**config.mk**
```make
export PLATFORM = sky130hd
export DESIGN_NAME = cpu_trace_buffer
export DESIGN_NICKNAME = d
export VERILOG_FILES = /design/src/rtl/trace_pkg.sv /design/src/rtl/trace_ram.sv /design/src/rtl/cpu_trace_buffer.sv
export SDC_FILE = /design/constraint.sdc
export NUM_CORES = 2
export LEC_CHECK = 0
export CORE_MARGIN = 8
export CORE_UTILIZATION = 35
export DETAILED_ROUTE_END_ITERATION = 7
export PLACE_DENSITY = 0.55
export SYNTH_ARGS = -nofsm -noshare
export SYNTH_HDL_FRONTEND = slang
export SYNTH_HIERARCHICAL = 1
export SYNTH_SLANG_ARGS = --single-unit
```
**constraint.sdc**
```tcl
create_clock -name clock -period 20.3 [get_ports clock]
set_input_delay 5.075 -clock clock [delete_from_list [all_inputs] [get_ports clock]]
set_output_delay 5.075 -clock clock [all_outputs]
set_load 0.02 [all_outputs]
```
**src/rtl/trace_pkg.sv**
```systemverilog
`default_nettype none
// ============================================================================
//  Module   : trace_pkg
//  Purpose  : Shared definitions for the CPU trace buffer: capture state
//             encoding, trace record width and record field positions, and
//             a helper that packs one CPU cycle into a record.
//  Revision : 1.0 - initial release
// ============================================================================
package trace_pkg;

    // One trace record: {counter, instruction, ALUout}
    localparam int REC_W    = 160;
    localparam int CNT_MSB  = 159;
    localparam int CNT_LSB  = 96;
    localparam int INST_MSB = 95;
    localparam int INST_LSB = 64;
    localparam int ALU_MSB  = 63;
    localparam int ALU_LSB  = 0;

    typedef enum logic [1:0] {
        IDLE     = 2'd0,
        PRETRIG  = 2'd1,
        POSTTRIG = 2'd2,
        DONE     = 2'd3
    } trace_state_t;

    function automatic logic [REC_W-1:0] pack_record(
        input logic [63:0] pc,
        input logic [31:0] inst,
        input logic [63:0] alu
    );
        return {pc, inst, alu};
    endfunction

endpackage
`default_nettype wire

```
**src/rtl/trace_ram.sv**
```systemverilog
`default_nettype none
// ============================================================================
//  Module   : trace_ram
//  Purpose  : Record storage for the trace buffer. DEPTH x WIDTH array with
//             a synchronous write port and an asynchronous read port, so the
//             readout record follows the read pointer in the same cycle.
//  Ports    : clock  - write clock
//             we     - write enable
//             waddr  - write address
//             wdata  - write record
//             raddr  - read address
//             rdata  - read record (combinational)
//  Revision : 1.0 - initial release
// ============================================================================
module trace_ram #(
    parameter int DEPTH  = 16,
    parameter int ADDR_W = 4,
    parameter int WIDTH  = 160
) (
    input  logic              clock,
    input  logic              we,
    input  logic [ADDR_W-1:0] waddr,
    input  logic [WIDTH-1:0]  wdata,
    input  logic [ADDR_W-1:0] raddr,
    output logic [WIDTH-1:0]  rdata
);

    // Contents are intentionally not reset; fill tracks which entries are valid.
    logic [WIDTH-1:0] r_mem [DEPTH];

    always_ff @(posedge clock) begin
        if (we) begin
            r_mem[waddr] <= wdata;
        end
    end

    assign rdata = r_mem[raddr];

endmodule
`default_nettype wire

```
**src/rtl/cpu_trace_buffer.sv**
```systemverilog
`default_nettype none
// ============================================================================
//  Module   : cpu_trace_buffer
//  Purpose  : Logic-analyzer stage for the single-cycle CPU. Captures one
//             {PC, instruction, ALU result} record per clock into a circular
//             buffer, stops POST_TRIG records after a masked instruction
//             match, then plays the held records back oldest-first over a
//             valid/ready port.
//  Ports    : clock, reset            - clock, async active-high reset
//             arm                     - clear buffer and start capture
//             trig_en/inst/mask       - trigger compare controls
//             counter/instruction/ALUout - CPU debug inputs
//             rd_valid/rd_ready/rd_*  - readout handshake and record
//             state, fill, triggered  - capture status
//  Revision : 1.0 - initial release
// ============================================================================
module cpu_trace_buffer
    import trace_pkg::*;
#(
    parameter int DEPTH     = 16,
    parameter int ADDR_W    = 4,
    parameter int POST_TRIG = 8
) (
    input  logic              clock,
    input  logic              reset,
    input  logic              arm,
    input  logic              trig_en,
    input  logic [31:0]       trig_inst,
    input  logic [31:0]       trig_mask,
    input  logic [63:0]       counter,
    input  logic [31:0]       instruction,
    input  logic [63:0]       ALUout,
    output logic              rd_valid,
    input  logic              rd_ready,
    output logic [63:0]       rd_counter,
    output logic [31:0]       rd_instruction,
    output logic [63:0]       rd_aluout,
    output logic [1:0]        state,
    output logic [ADDR_W:0]   fill,
    output logic              triggered
);

    localparam logic [ADDR_W-1:0] c_one_ptr  = ADDR_W'(1);
    localparam logic [ADDR_W:0]   c_one_fill = (ADDR_W+1)'(1);
    localparam logic [ADDR_W:0]   c_depth    = (ADDR_W+1)'(DEPTH);
    localparam logic [ADDR_W-1:0] c_post     = ADDR_W'(POST_TRIG);

    trace_state_t      r_state;
    logic [ADDR_W-1:0] r_wr_ptr;
    logic [ADDR_W-1:0] r_rd_ptr;
    logic [ADDR_W-1:0] r_post_cnt;
    logic [ADDR_W:0]   r_fill;
    logic              r_triggered;

    logic              w_hit;
    logic              w_capture;
    logic              w_rd_valid;
    logic              w_rd_xfer;
    logic [ADDR_W-1:0] w_wr_next;
    logic [ADDR_W:0]   w_fill_next;
    logic [ADDR_W-1:0] w_post_next;
    logic [ADDR_W-1:0] w_oldest;
    logic [REC_W-1:0]  w_wr_rec;
    logic [REC_W-1:0]  w_rd_rec;

    assign w_hit = trig_en && ((instruction & trig_mask) == (trig_inst & trig_mask));

    // An arm pulse restarts capture, so it suppresses the write in its own cycle.
    assign w_capture   = ((r_state == PRETRIG) || (r_state == POSTTRIG)) && !arm;
    assign w_wr_next   = r_wr_ptr + c_one_ptr;
    assign w_fill_next = (r_fill == c_depth) ? r_fill : (r_fill + c_one_fill);
    assign w_post_next = r_post_cnt + c_one_ptr;
    // Oldest record after this cycle's write. When full the low bits of the
    // fill count are zero, which lands on the slot about to be overwritten.
    assign w_oldest    = w_wr_next - w_fill_next[ADDR_W-1:0];

    assign w_rd_valid  = (r_state == DONE) && (r_fill != '0);
    assign w_rd_xfer   = w_rd_valid && rd_ready;
    assign w_wr_rec    = pack_record(counter, instruction, ALUout);

    trace_ram #(
        .DEPTH  (DEPTH),
        .ADDR_W (ADDR_W),
        .WIDTH  (REC_W)
    ) u_ram (
        .clock (clock),
        .we    (w_capture),
        .waddr (r_wr_ptr),
        .wdata (w_wr_rec),
        .raddr (r_rd_ptr),
        .rdata (w_rd_rec)
    );

    always_ff @(posedge clock or posedge reset) begin
        if (reset) begin
            r_state     <= IDLE;
            r_wr_ptr    <= '0;
            r_rd_ptr    <= '0;
            r_post_cnt  <= '0;
            r_fill      <= '0;
            r_triggered <= 1'b0;
        end else if (arm) begin
            // arm outranks everything, including a coincident trigger hit
            r_state     <= PRETRIG;
            r_wr_ptr    <= '0;
            r_post_cnt  <= '0;
            r_fill      <= '0;
            r_triggered <= 1'b0;
        end else begin
            case (r_state)
                IDLE: begin
                end
                PRETRIG: begin
                    r_wr_ptr <= w_wr_next;
                    r_fill   <= w_fill_next;
                    if (w_hit) begin
                        r_triggered <= 1'b1;
                        r_post_cnt  <= '0;
                        if (POST_TRIG == 0) begin
                            r_state  <= DONE;
                            r_rd_ptr <= w_oldest;
                        end else begin
                            r_state  <= POSTTRIG;
                        end
                    end
                end
                POSTTRIG: begin
                    r_wr_ptr   <= w_wr_next;
                    r_fill     <= w_fill_next;
                    r_post_cnt <= w_post_next;
                    if (w_post_next == c_post) begin
                        r_state  <= DONE;
                        r_rd_ptr <= w_oldest;
                    end
                end
                DONE: begin
                    if (w_rd_xfer) begin
                        r_rd_ptr <= r_rd_ptr + c_one_ptr;
                        r_fill   <= r_fill - c_one_fill;
                        if (r_fill == c_one_fill) begin
                            r_state <= IDLE;
                        end
                    end
                end
                default: r_state <= IDLE;
            endcase
        end
    end

    assign rd_valid       = w_rd_valid;
    assign rd_counter     = w_rd_rec[CNT_MSB:CNT_LSB];
    assign rd_instruction = w_rd_rec[INST_MSB:INST_LSB];
    assign rd_aluout      = w_rd_rec[ALU_MSB:ALU_LSB];
    assign state          = r_state;
    assign fill           = r_fill;
    assign triggered      = r_triggered;

endmodule
`default_nettype wire
```
* After elaboration in Yosys (flattened, before gate mapping) *
Memories as Yosys holds them, arrays and structs flattened.
Index checks and enable logic that the tools add are counted.

storage, ports and cells
  memory bits (read-only) = 0
  latch bits = 0
  memories = 1
  register bits = 20
  input bits = 229
  word-level logic and storage cells = 75
  RAM bits = 2,560

cells by class
  muxes and demuxes = 23
  equal/unequal tests = 14
  bitwise gates (word level) = 3
  shifts and indexed selects = 0
  reductions and logical operators = 21
  add/subtract/negate cells = 6
  $mul = 0
  $lt $le $gt $ge = 0
  divide/modulo/power cells = 0

memories
  memory       words  width  rd ports  clocked after Yosys merged registers in  write ports  line             source
  u_ram.r_mem  16     160    1         0                                        1            trace_ram.sv:29  logic [WIDTH-1:0] r_mem [DEPTH];

operators with widths
  cell                                                    count
  bitwise AND 32 bit                                      2
  equality test 32 bit                                    1
  2-to-1 mux 4 bit                                        6
  case mux 4 bit (2 select lines)                         2
  2-to-1 mux 5 bit                                        3
  adder 4 x 1 -> 4 bit (second input constant)            3
  2-to-1 mux 2 bit                                        5
  case mux 5 bit (2 select lines)                         1
  inequality test 3 bit (second input constant)           3
  nonzero test 2 bit                                      4
  inequality test 3 x 2 -> 1 bit (second input constant)  2
  case mux 2 bit (3 select lines)                         1
  AND reduction 2 bit                                     3
  nonzero test 3 bit                                      2
  adder 5 x 1 -> 5 bit (second input constant)            1
  equality test 5 x 1 -> 1 bit (second input constant)    1
  equality test 5 bit (second input constant)             1
  2-to-1 mux 1 bit                                        5
  AND reduction 5 bit                                     1
  nonzero test 5 bit                                      1
  subtractor 5 x 1 -> 5 bit (second input constant)       1
  equality test 2 bit (second input constant)             2
  equality test 4 bit (second input constant)             1
  logical AND 1 bit                                       4
  other kinds (11)                                        11

* Depth between registers and ports, before layout *
  depth in word-level cells = 6
  depth in mapped cells = 11
  gate-level depth less buffers = 11

* Modules after synthesis *
The synthesis kept the hierarchy.

by module, submodules not included
  module            area each (sq um)  seq. area each (sq um)  times used  cells each
  trace_ram         96,183.5           76,873.7                1           4,031
  cpu_trace_buffer  2,060.7            500.5                   1           228

* Least setup slack after synthesis *
OpenSTA, ideal clock, no wires.

  path kind = input-to-reg
  start = input arm
  end = memory u_ram.r_mem[0][0] (enable)
  path slack = 2.556 ns
  stages = 5
  arrival time = 16.869 ns
  data required time = 19.425 ns
  path buffers = 2
  setup time = 0.875 ns
  path through = buf_6 clkbuf_1 nor2_1 or3b_2 nor3_1

on the way
  longest elaborated chain between the ends = 4

RTL lines
  what                                    line                    source
  start, declared                         cpu_trace_buffer.sv:26  input logic arm,
  zero test 1 bit                         cpu_trace_buffer.sv:69  assign w_capture = ((r_state == PRETRIG) || (r_state == POSTTRIG)) && !arm;
  logical AND 1 bit                       cpu_trace_buffer.sv:69
  net w_capture                           cpu_trace_buffer.sv:56  logic w_capture;
  2-to-1 mux 1 bit                        trace_ram.sv:32         if (we) begin
  2-to-1 mux 1 bit (not written as such)  trace_ram.sv:33         r_mem[waddr] <= wdata;
  end, declared                           trace_ram.sv:29

The timed path passes the listed nets, and every way through them passes these cells.

* Final worst setup path *
  start = register r_rd_ptr[0]
  end = output rd_aluout[51]

on the way
  longest elaborated chain between the ends = 1

RTL lines
  what                        line                     source
  start, declared             cpu_trace_buffer.sv:50   logic [ADDR_W-1:0] r_rd_ptr;
  start signal, assigned      cpu_trace_buffer.sv:121  r_rd_ptr <= w_oldest;
  start signal, assigned      cpu_trace_buffer.sv:133  r_rd_ptr <= w_oldest;
  start signal, assigned      cpu_trace_buffer.sv:138  r_rd_ptr <= r_rd_ptr + c_one_ptr;
  memory read (16 x 160 bit)  n/a
  end, declared               cpu_trace_buffer.sv:37   output logic [63:0] rd_aluout,

Every way passes these cells.

==> flow_summary_export.csv <==
group,metric,value,unit
worst_setup_path,cp.required,15.23,ns
synthesis,ys_seq_elements,2580,
worst_setup_path,critPathKind,"flip-flop to primary output",
placed_design,gp_congestion,0.699,
placed_design,hpwl,129000,um
cells_and_area,instances_no_fill,8763,
synthesis,async_flop_share,0.00775,
detailed_routing,vias,46400,
synthesis,synth_area_leader_cell,"edfxtp_1",
detailed_routing,drt-pass1-iter-count,5,
timing,fin_crit_sh,0.547,
cells_and_area,area_delta_synth_final,17.6,%
timing,fmax,90.1,MHz
worst_setup_path,rr_endpoint,"u_ram/r_mem[3][6]",
clocking,cts_root_buf,"clkbuf_16",
worst_setup_path,r2r-start,"state[0]",
floorplanning,die_w,546,um
cells_and_area,num-nets-final,5065,
worst_hold_path,hold_end,"triggered",
detailed_routing,drt-total-wl,253000,um
detailed_routing,via_per_inst,5.30,
pwr,power,16.1,mW
clocking,cts.path.max_buffers,4,
cells_and_area,final_common_cell,"edfxtp_1",
placed_design,placed_area,107000,sq um
pwr,cellPowerDensity,139,nW/um^2
timing,period_needed,11.10,ns
floorplanning,die_h,546,um
clocking,tritoncts,"built",
synthesis,synth_largest_type_area_fraction,0.782,
clocking,hold_buffers,0,
cells_and_area,final_cell_mix,"2560 x edfxtp_1, 595 x mux4_2, 397 x clkdlybuf4s50_1, 297 x clkbuf_16, 283 x a22oi_1",
timing,slew_viol_final,0,
synthesis,ys.flop_type,"edfxtp_1",
timing,slew_headroom,0.215,
floorplanning,rows,194,
timing,tightest_slew,1.18,ns
worst_setup_path,start_kind,"flip-flop",
synthesis,yosys_warnings,6,
worst_hold_path,hp-start,"triggered",
worst_setup_path,cp_slowest_cell,"buf_4",
status,status,"finished clean",
worst_setup_path,cp_slowest_stage_delay,0.92,ns
detailed_routing,antenna_left,0,
detailed_routing,drc,0,
cells_and_area,seqCellArea,77400,sq um
worst_setup_path,rr_worst_depth,7,
floorplanning,die_area,298000,sq um
synthesis,synth_area_per_cell,23.1,sq um
worst_setup_path,path_delay_family,"buffers and inverters",
job,maxCapViolations,0,
cells_and_area,drive_above_1_share,0.237,
synthesis,ys_seq_area_frac,0.788,
floorplanning,io_pins,398,
clocking,insertion_delay,0.90,ns
global_routing,antenna_found_initial,38,
worst_setup_path,cp-end-kind,"primary output",
cells_and_area,multi_input_area,19700,sq um
synthesis,syn-cell-area,98200,sq um
synthesis,synth_cell_types,58,
worst_setup_path,cp.arrival,6.03,ns
clocking,path_clk_slew,0.06,ns
global_routing,grt-ovfl-total,0,
global_routing,grt_pass1_wl,360000,um
worst_setup_path,worstPathCellList,"buf_12, buf_4, buf_4, mux4_2, a22oi_1, nand2_1, clkdlybuf4s50_1",
pwr,ir_drop,0.0000990,V
timing,finalSetupTns,0,ns
clocking,post_cts_buffers,0,
placed_design,port_buffers,397,
clocking,clock_sinks,2580,
synthesis,netlist_top_cells_area,"edfxtp_1 78%, mux4_2 14%, a22oi_1 2.2%",
floorplanning,core,279000,sq um
global_routing,grt_pass1_vias,49300,
synthesis,synth-edff-count,2560,
clocking,cts-resized-gates,0,
clocking,ctsHtreeMaxLevel,5,
worst_setup_path,path_common_cell,"buf_4",
global_routing,grt_max_degree,138,
timing,finClkSkew,0.0620,ns
timing,setup-violations-final,0,
synthesis,syn_inst,4259,
worst_setup_path,cp_max_fo,111,
pwr,p_leak,35.8,nW
cells_and_area,fill_cells,24200,
detailed_routing,drt-initial-drc-count,3851,
cells_and_area,final_cell_area,116000,sq um
global_routing,gr-usage-all-layers,0.165,
synthesis,synth_fp_nets,4503,
worst_hold_path,whs_path_depth,2,
clocking,cts_made_buffers,294,
timing,rsz0062_at_grt,"false",
floorplanning,start_util,0.352,
worst_hold_path,hp-class,"flip-flop to flip-flop",
placed_design,placed_cells,8249,
worst_setup_path,crit_buf_inv,4,
worst_setup_path,worst-r2r-setup-slack,15.57,ns
timing,finalHoldViolCount,0,
detailed_routing,drt-wirelength-per-cell,28.8,um
[flip-flops by register name (all words and copies together), names as in the netlist]
name,count
r_post_cnt,4
r_wr_ptr,4
triggered,1
u_ram/r_mem,2560
state,2
r_rd_ptr,4
fill,5
[synth_stat cells (all sizes together), types with 12 or more instances]
| cell type | instances |
|---|---|
| o221ai | 28 |
| nand2 | 128 |
| nand2b | 24 |
| mux2 | 83 |
| ha | 14 |
| a221oi | 18 |
| a21oi | 13 |
| o21ai | 26 |
| a22oi | 283 |
| nor2 | 36 |
| inv | 12 |
| edfxtp | 2560 |
| mux2i | 36 |
| dfrtp | 20 |
| mux4 | 595 |
| clkbuf | 75 |
| nor2b | 36 |
| buf | 155 |
| xor2 | 38 |
[how the worst max path moves through the flow]
stage                            from           endpoint  slack, ns  depth (start not counted)
after floorplan                   arm  u_ram/r_mem[0][0]       2.56                          5
final                     r_rd_ptr[0]      rd_aluout[51]       9.20                          7
after global routing      r_rd_ptr[0]      rd_aluout[26]       8.57                          7
after global placement    r_rd_ptr[0]      rd_aluout[45]       9.89                          7
after detailed placement  r_rd_ptr[0]      rd_aluout[51]       9.88                          7
after CTS                 r_rd_ptr[0]      rd_aluout[51]       8.86                          7
[cells by family (layout without fill, tap and decap cells)]
family | after synthesis | after routing | share of synthesized area
AOI/OAI and AO/OA | 396 | 396 | 0.0305
xor gates and xnor gates | 47 | 47 | 0.00419
adders and majority gates | 15 | 15 | 0.00199
and+or+nand+nor | 265 | 265 | 0.0131
other | 0 | 13 | 0
buffers and inverters | 242 | 1009 | 0.0130
DFF | 2580 | 2580 | 0.788
muxes | 714 | 714 | 0.150
[layout make-up]
cell class | instances | share of cell area
diodes | 13 | 0.000282
multi-input cells | 1437 | 0.171
inverters | 12 | 0.000390
flip-flops and latches | 2580 | 0.670
clock buffers | 360 | 0.0664
clock inverters | 141 | 0.00930
repair buffers | 496 | 0.0426
well taps | 3724 | 0.0403
[stage by stage]
stage / utilization / hold WS [ns] / setup WS [ns]
after floorplan: - / 0.510 / 2.56
final: 0.414 / 0.544 / 9.20
after detailed placement: 0.382 / 0.537 / 9.88
after global routing: 0.413 / 0.590 / 8.57
after CTS: 0.413 / 0.556 / 8.86
after global placement: 0.382 / 0.553 / 9.89
[tightest hold or removal path: stages, from the launching register on]
cell,delay [ns]
dfrtp_1,0.39
inv_1,0.06
a21oi_1,0.05
[metal layers]
metal / up-vias / part of all wire / GRT usage
met2: 1348 / 0.48 / 0.272
met5: - / 0.00048 / 0
li1: 19400 / - / -
met1: 25300 / 0.43 / 0.226
met3: 375 / 0.059 / 0.0342
met4: 18 / 0.022 / 0.0412
[report_power, final]
group          internal, mW  switching, mW
Clock                  2.84           2.03
Sequential             6.17          0.125
Combinational          2.09           2.83
Total                  11.1           4.98
Power figures use the tool's default switching activity.
